### config.mk
export PLATFORM = sky130hd
export DESIGN_NAME = pipeline_hazard_ctrl
export DESIGN_NICKNAME = d
export VERILOG_FILES = /design/src/rtl/pipeline_hazard_ctrl_pkg.sv /design/src/rtl/pipeline_hazard_ctrl_sat.sv /design/src/rtl/pipeline_hazard_ctrl.sv
export SDC_FILE = /design/constraint.sdc
export NUM_CORES = 1
export LEC_CHECK = 0
export ABC_AREA = 1
export BUFFER_PORTS_ARGS = -buffer_cell sky130_fd_sc_hd__buf_4
export CORE_UTILIZATION = 30
export CTS_BUF_LIST = sky130_fd_sc_hd__clkbuf_16
export CTS_CLUSTER_DIAMETER = 80
export DETAILED_ROUTE_END_ITERATION = 10
export SLEW_MARGIN = 0
export SYNTH_ARGS = -nofsm -noshare
export SYNTH_HDL_FRONTEND = slang
export SYNTH_HIERARCHICAL = 1
export SYNTH_SLANG_ARGS = --single-unit
### constraint.sdc
create_clock -name CLK -period 2.6 [get_ports CLK]
set_clock_uncertainty 0.15 [all_clocks]
set_input_delay 0.26 -clock CLK [delete_from_list [all_inputs] [get_ports CLK]]
set_output_delay 0.26 -clock CLK [all_outputs]
set_load 0.01 [all_outputs]
### src/rtl/pipeline_hazard_ctrl_pkg.sv
// rtl/pipeline_hazard_ctrl_pkg.sv - shared types and constants for the hazard controller
// Holds the FSM state encoding, the scoreboard entry layout, the scoreboard
// depth and the event counter width, plus a scoreboard match helper.
package pipeline_hazard_ctrl_pkg;

  typedef enum logic [1:0] {
    ST_RUN   = 2'd0,
    ST_STALL = 2'd1,
    ST_FLUSH = 2'd2
  } hz_state_e;

  typedef struct packed {
    logic       valid;
    logic [4:0] rd;
  } sb_entry_t;

  localparam int SB_DEPTH = 3;
  localparam int CNT_W    = 16;

  localparam sb_entry_t SB_EMPTY = '{valid: 1'b0, rd: 5'd0};

  // True when the entry holds a pending write to register rs.
  function automatic logic sb_match(input sb_entry_t e, input logic [4:0] rs);
    return e.valid && (e.rd == rs);
  endfunction

endpackage

### src/rtl/pipeline_hazard_ctrl_sat.sv
// rtl/pipeline_hazard_ctrl_sat.sv - saturating up-counter
// Ports:
//   CLK       rising-edge clock
//   RESET_N   asynchronous active-low reset, clears the count
//   cnt_inc   count one event this cycle
//   cnt_value current count, sticks at all-ones
module sat_counter #(
  parameter int W = 16
) (
  input  logic         CLK,
  input  logic         RESET_N,
  input  logic         cnt_inc,
  output logic [W-1:0] cnt_value
);

  localparam logic [W-1:0] CNT_MAX = {W{1'b1}};
  localparam logic [W-1:0] CNT_ONE = {{(W-1){1'b0}}, 1'b1};

  always_ff @(posedge CLK or negedge RESET_N) begin
    if (!RESET_N) begin
      cnt_value <= '0;
    end else if (cnt_inc && (cnt_value != CNT_MAX)) begin
      cnt_value <= cnt_value + CNT_ONE;
    end
  end

endmodule

### src/rtl/pipeline_hazard_ctrl.sv
// rtl/pipeline_hazard_ctrl.sv - RAW stall / branch flush controller for a 5-stage pipeline
// Ports:
//   CLK, RESET_N                  clock, asynchronous active-low reset
//   ID_VALID                      IF/DI register holds a real instruction
//   ID_RS1, ID_RS2                decode source register fields
//   ID_USE_RS1, ID_USE_RS2        instruction really reads that source
//   ID_RD, ID_REGWRITE            decode destination field and write enable
//   BRANCH_TAKEN                  branch resolved taken at EX/ME
//   PC_HOLD, IFDI_HOLD            freeze PC and IF/DI
//   DIEX_BUBBLE                   zero the DI/EX control fields
//   IFDI_FLUSH, DIEX_FLUSH        discard wrong-path instructions
//   STATE                         FSM state (RUN/STALL/FLUSH)
//   STALL_CNT, FLUSH_CNT          saturating event counters
module pipeline_hazard_ctrl
  import pipeline_hazard_ctrl_pkg::*;
(
  input  logic              CLK,
  input  logic              RESET_N,
  input  logic              ID_VALID,
  input  logic [4:0]        ID_RS1,
  input  logic [4:0]        ID_RS2,
  input  logic              ID_USE_RS1,
  input  logic              ID_USE_RS2,
  input  logic [4:0]        ID_RD,
  input  logic              ID_REGWRITE,
  input  logic              BRANCH_TAKEN,
  output logic              PC_HOLD,
  output logic              IFDI_HOLD,
  output logic              DIEX_BUBBLE,
  output logic              IFDI_FLUSH,
  output logic              DIEX_FLUSH,
  output logic [1:0]        STATE,
  output logic [CNT_W-1:0]  STALL_CNT,
  output logic [CNT_W-1:0]  FLUSH_CNT
);

  // sb[0] tracks DI/EX, sb[1] EX/ME, sb[2] ME/WB. ME/WB is checked too
  // because the register file does not bypass a same-cycle write to a read.
  sb_entry_t sb [SB_DEPTH];
  hz_state_e state_q;

  logic      rs1_hit;
  logic      rs2_hit;
  logic      hazard;
  logic      stall_req;
  logic      flush_req;
  sb_entry_t issue_entry;

  always_comb begin
    rs1_hit = 1'b0;
    rs2_hit = 1'b0;
    for (int i = 0; i < SB_DEPTH; i++) begin
      if (sb_match(sb[i], ID_RS1)) rs1_hit = 1'b1;
      if (sb_match(sb[i], ID_RS2)) rs2_hit = 1'b1;
    end
  end

  // The cycle after a taken branch the decode slot holds a wrong-path
  // instruction being flushed, so any hazard it reports is ignored.
  assign hazard = ID_VALID
                && ((ID_USE_RS1 && (ID_RS1 != 5'd0) && rs1_hit)
                 || (ID_USE_RS2 && (ID_RS2 != 5'd0) && rs2_hit))
                && (state_q != ST_FLUSH);

  // RESET_N gating keeps every control output low for the whole reset,
  // whatever the other inputs are doing. The branch always wins over a stall.
  assign stall_req = RESET_N && hazard && !BRANCH_TAKEN;
  assign flush_req = RESET_N && BRANCH_TAKEN;

  assign PC_HOLD     = stall_req;
  assign IFDI_HOLD   = stall_req;
  assign DIEX_BUBBLE = stall_req;
  assign IFDI_FLUSH  = flush_req;
  assign DIEX_FLUSH  = flush_req;
  assign STATE       = state_q;

  // x0 writes are never tracked: x0 can never create a dependency.
  assign issue_entry = '{valid: ID_VALID && ID_REGWRITE && (ID_RD != 5'd0),
                         rd:    ID_RD};

  always_ff @(posedge CLK or negedge RESET_N) begin
    if (!RESET_N) begin
      for (int i = 0; i < SB_DEPTH; i++) sb[i] <= SB_EMPTY;
    end else begin
      sb[0] <= (stall_req || flush_req) ? SB_EMPTY : issue_entry;
      // On a taken branch the DI/EX occupant is on the wrong path.
      sb[1] <= flush_req ? SB_EMPTY : sb[0];
      sb[2] <= sb[1];
    end
  end

  always_ff @(posedge CLK or negedge RESET_N) begin
    if (!RESET_N) begin
      state_q <= ST_RUN;
    end else if (BRANCH_TAKEN) begin
      state_q <= ST_FLUSH;
    end else if (hazard) begin
      state_q <= ST_STALL;
    end else begin
      state_q <= ST_RUN;
    end
  end

  sat_counter #(.W(CNT_W)) u_stall_cnt (
    .CLK       (CLK),
    .RESET_N   (RESET_N),
    .cnt_inc   (stall_req),
    .cnt_value (STALL_CNT)
  );

  sat_counter #(.W(CNT_W)) u_flush_cnt (
    .CLK       (CLK),
    .RESET_N   (RESET_N),
    .cnt_inc   (flush_req),
    .cnt_value (FLUSH_CNT)
  );

endmodule

==> results.tsv <==
metric	value	unit
LEAKAGE	2.091	nW
Worst Path Arrival	1840	ps
Core Util, Final	37.64	%
relative slew slack	62.96	%
delay of the slowest critical-path stage	410	ps
cts bufs inserted	5	
slowest CP cell	dfrtp_1	
power share of the clock group	31.7	%
Max Freq	443.6	MHz
# IOs	61	
vias in the first global route	3088	
Setup crit end kind	primary output	
Congestion Overflow GR	0	
CTS tree	done	
routed wire length per instance	12.31	um
vias post-DR	3241	
CTS Sinks	52	
Post-synth EDFFs	0	
Mapped Cells	496	
crit share post-route	86.70	%
Antenna diodes	0	
HP Class	in2reg	
part of the power in combinational logic	20.4	%
largest net degree at the start of global routing	42	
DRT antenna net count	0	
Initial Utilization	30.82	%
critical path type	reg2out	
antenna violations before repair	0	
PortBufs	60	
Post-Syn Area	3341	um2
maximum VDD drop	0.3092	mV
die span in y	107.5	um
die width	107.5	um
commonest cells in the netlist	nand2_1, nor2_1, dfrtp_1, inv_1, nand3_1	
Max Cap Viol	0	
all-layer global routing usage	16.26	%
Clock H-tree levels	2	
Initial DRT Pass Iterations	4	
Rows	38	
setup_tns	0	ps
Cell variety after synth	22	
DR vias/cell	4.617	
top cell type's share of synthesized area	38.95	%
area grow syn2layout	22.13	%
sequential share of power	47.9	%
Fin. Hold Viols	0	
cell taking the most area after synthesis	dfrtp_1	
Root Buffer	clkbuf_16	
full die area	11560	um2
CTS max path bufs	2	
Setup-failing EPs final	0	
Final HPWL DP	6599	um
post-synthesis sequential area ratio	38.95	%
async set-reset flop share out of synthesis	100.0	%
Synth Register Bits	52	
Int Pwr	0.001404	W
share of layout cells above drive strength 1	19.57	%
Final min period	2254	ps
most frequent cell after synthesis	nand2_1	
drt total wl	8639	um
DRC viols	0	
post-CTS setup buffers	0	
worst skew pair latency	290	ps
CP Cell Sequence	inv_1, o21ai_0, nor2_1, nand3_1, nand3_1, nand2_1, nand2_2, nand3_2, nor2_1, buf_4, buf_4	
Final nets	585	
sw frac	30.57	%
total core area	10840	um2
top cells by area, synth	dfrtp_1, nand2_1, nor2_1	
switching power	0.0006182	W
fin. max-slew vios	0	
RSZ-0062 raised after global routing	no	
Post-Syn Nets	520	
Clk pin slew, worst setup/hold paths	60	ps
worst path buffer plus inverter count	3	
first-pass GRT wire length	14700	um
syn avg cell area	6.735	um2
ys flop type	dfrtp_1	
YS warnings	6	
outcome	complete, no violations	
Slew @ Worst Pin	555.6	ps
worst-path maximum fanout	5	
family with the most delay on the worst path	simple AND/OR/NAND/NOR gates	
PwrDens	495.6	nW/um2
startpoint types	flip-flop	
initial DRC count	180	
RD Place Congestion	0.8892	
critical path data required time	2190	ps
tightest hold or removal path: cells and delay by family:
| kind | cells | cell delay [ps] |
|---|---|---|
| buffers and inverters | 2 | 170 |
| and+or+nand+nor | 1 | 40 |
flip-flops by register name (all words and copies together), names as in the netlist:
| register | count |
|---|---|
| STATE | 2 |
| u_stall_cnt/cnt_value | 16 |
| sb | 18 |
| u_flush_cnt/cnt_value | 16 |
power by group through the flow:
stage,Combinational [W],Sequential [W],Clock (W)
finish,0.000412,0.000969,0.000641
global route,0.000471,0.000985,0.000697
floorplan,0.000214,0.000986,0
detailed placement,0.000411,0.000985,0
global placement,0.000406,0.000981,0
CTS,0.000417,0.000970,0.000666
cell families (layout without fill, tap and decap cells):
| kind of cell | after synthesis | count (layout) | share of synthesized area, % |
|---|---|---|---|
| buffers and inverters | 68 | 134 | 8.876 |
| AO/OA/AOI/OAI | 26 | 26 | 4.532 |
| adder cells (fa/ha/maj) | 2 | 2 | 0.7489 |
| AND/OR/NAND/NOR | 336 | 336 | 43.75 |
| flip-flops | 52 | 52 | 38.95 |
| XOR/XNOR | 12 | 12 | 3.146 |
final cells by class:
type | count | area, um2
timing repair buffer | 65 | 493.0
inverter | 61 | 229.0
clock inverter | 3 | 13.76
clock buffer | 5 | 125.1
multi-input combinational | 376 | 1743
tap | 140 | 175.2
sequential | 52 | 1301
fill | 1206 | 6760
path summary, 6_finish.rpt:
path | slack, ps | cells past startpoint | from | end
hold reg to reg | 240 | 0 | sb[6] | sb[0]
min in group asynchronous | 220 | 2 | RESET_N | sb[15]
setup reg to reg | 480 | 12 | sb[9] | u_stall_cnt/cnt_value[9]
setup / recovery | 350 | 11 | sb[9] | PC_HOLD
hold / removal | 60 | 3 | ID_RD[3] | sb[15]
max in group asynchronous | 1300 | 3 | RESET_N | u_stall_cnt/cnt_value[13]
stage by stage:
stage               cell area, um2  total power, W  cells  hold slack (ps)  worst slack, ps
CTS                           4080        0.002053    702            52.61            320.6
global route                  4080        0.002153    702            64.42            88.06
finish                        4080        0.002022    702            61.94            345.8
global placement              3921        0.001386    692           -31.76            497.0
floorplan                     3341        0.001200    496           -185.6            466.7
detailed placement            3921        0.001396    692           -29.68            449.5
timing repair:
| action | CTS | global route |
|---|---|---|
| hold endpoints to repair | 13 | 0 |
| hold buffers | 2 | 0 |
| gates resized for setup | 0 | 0 |
per-layer routing:
metal / wire length [um] / vias to the layer above / GRT usage (%)
met5: 0 / - / 0
li1: - / 1649 / -
met1: 4238 / 1518 / 22.18
met2: 3896 / 60 / 25.46
met4: 174 / 0 / 6.458
met3: 329 / 14 / 2.785
cell usage in the layout (no fill, tap or decap), types with 4 or more instances in the layout:
cell type / netlist / layout
nand2_1: 208 / 208
o21ai_0: 19 / 19
nand4_1: 12 / 12
buf_4: 3 / 63
inv_1: 52 / 52
nand3_1: 23 / 23
dfrtp_1: 52 / 52
o21ai_2: 4 / 4
clkbuf_16: 0 / 5
nor2_4: 8 / 8
inv_2: 9 / 9
nor2_1: 66 / 66
nor2_2: 6 / 6
nand2_2: 10 / 10
xnor2_1: 10 / 10
Note: power is estimated with default switching activity, not from simulation.
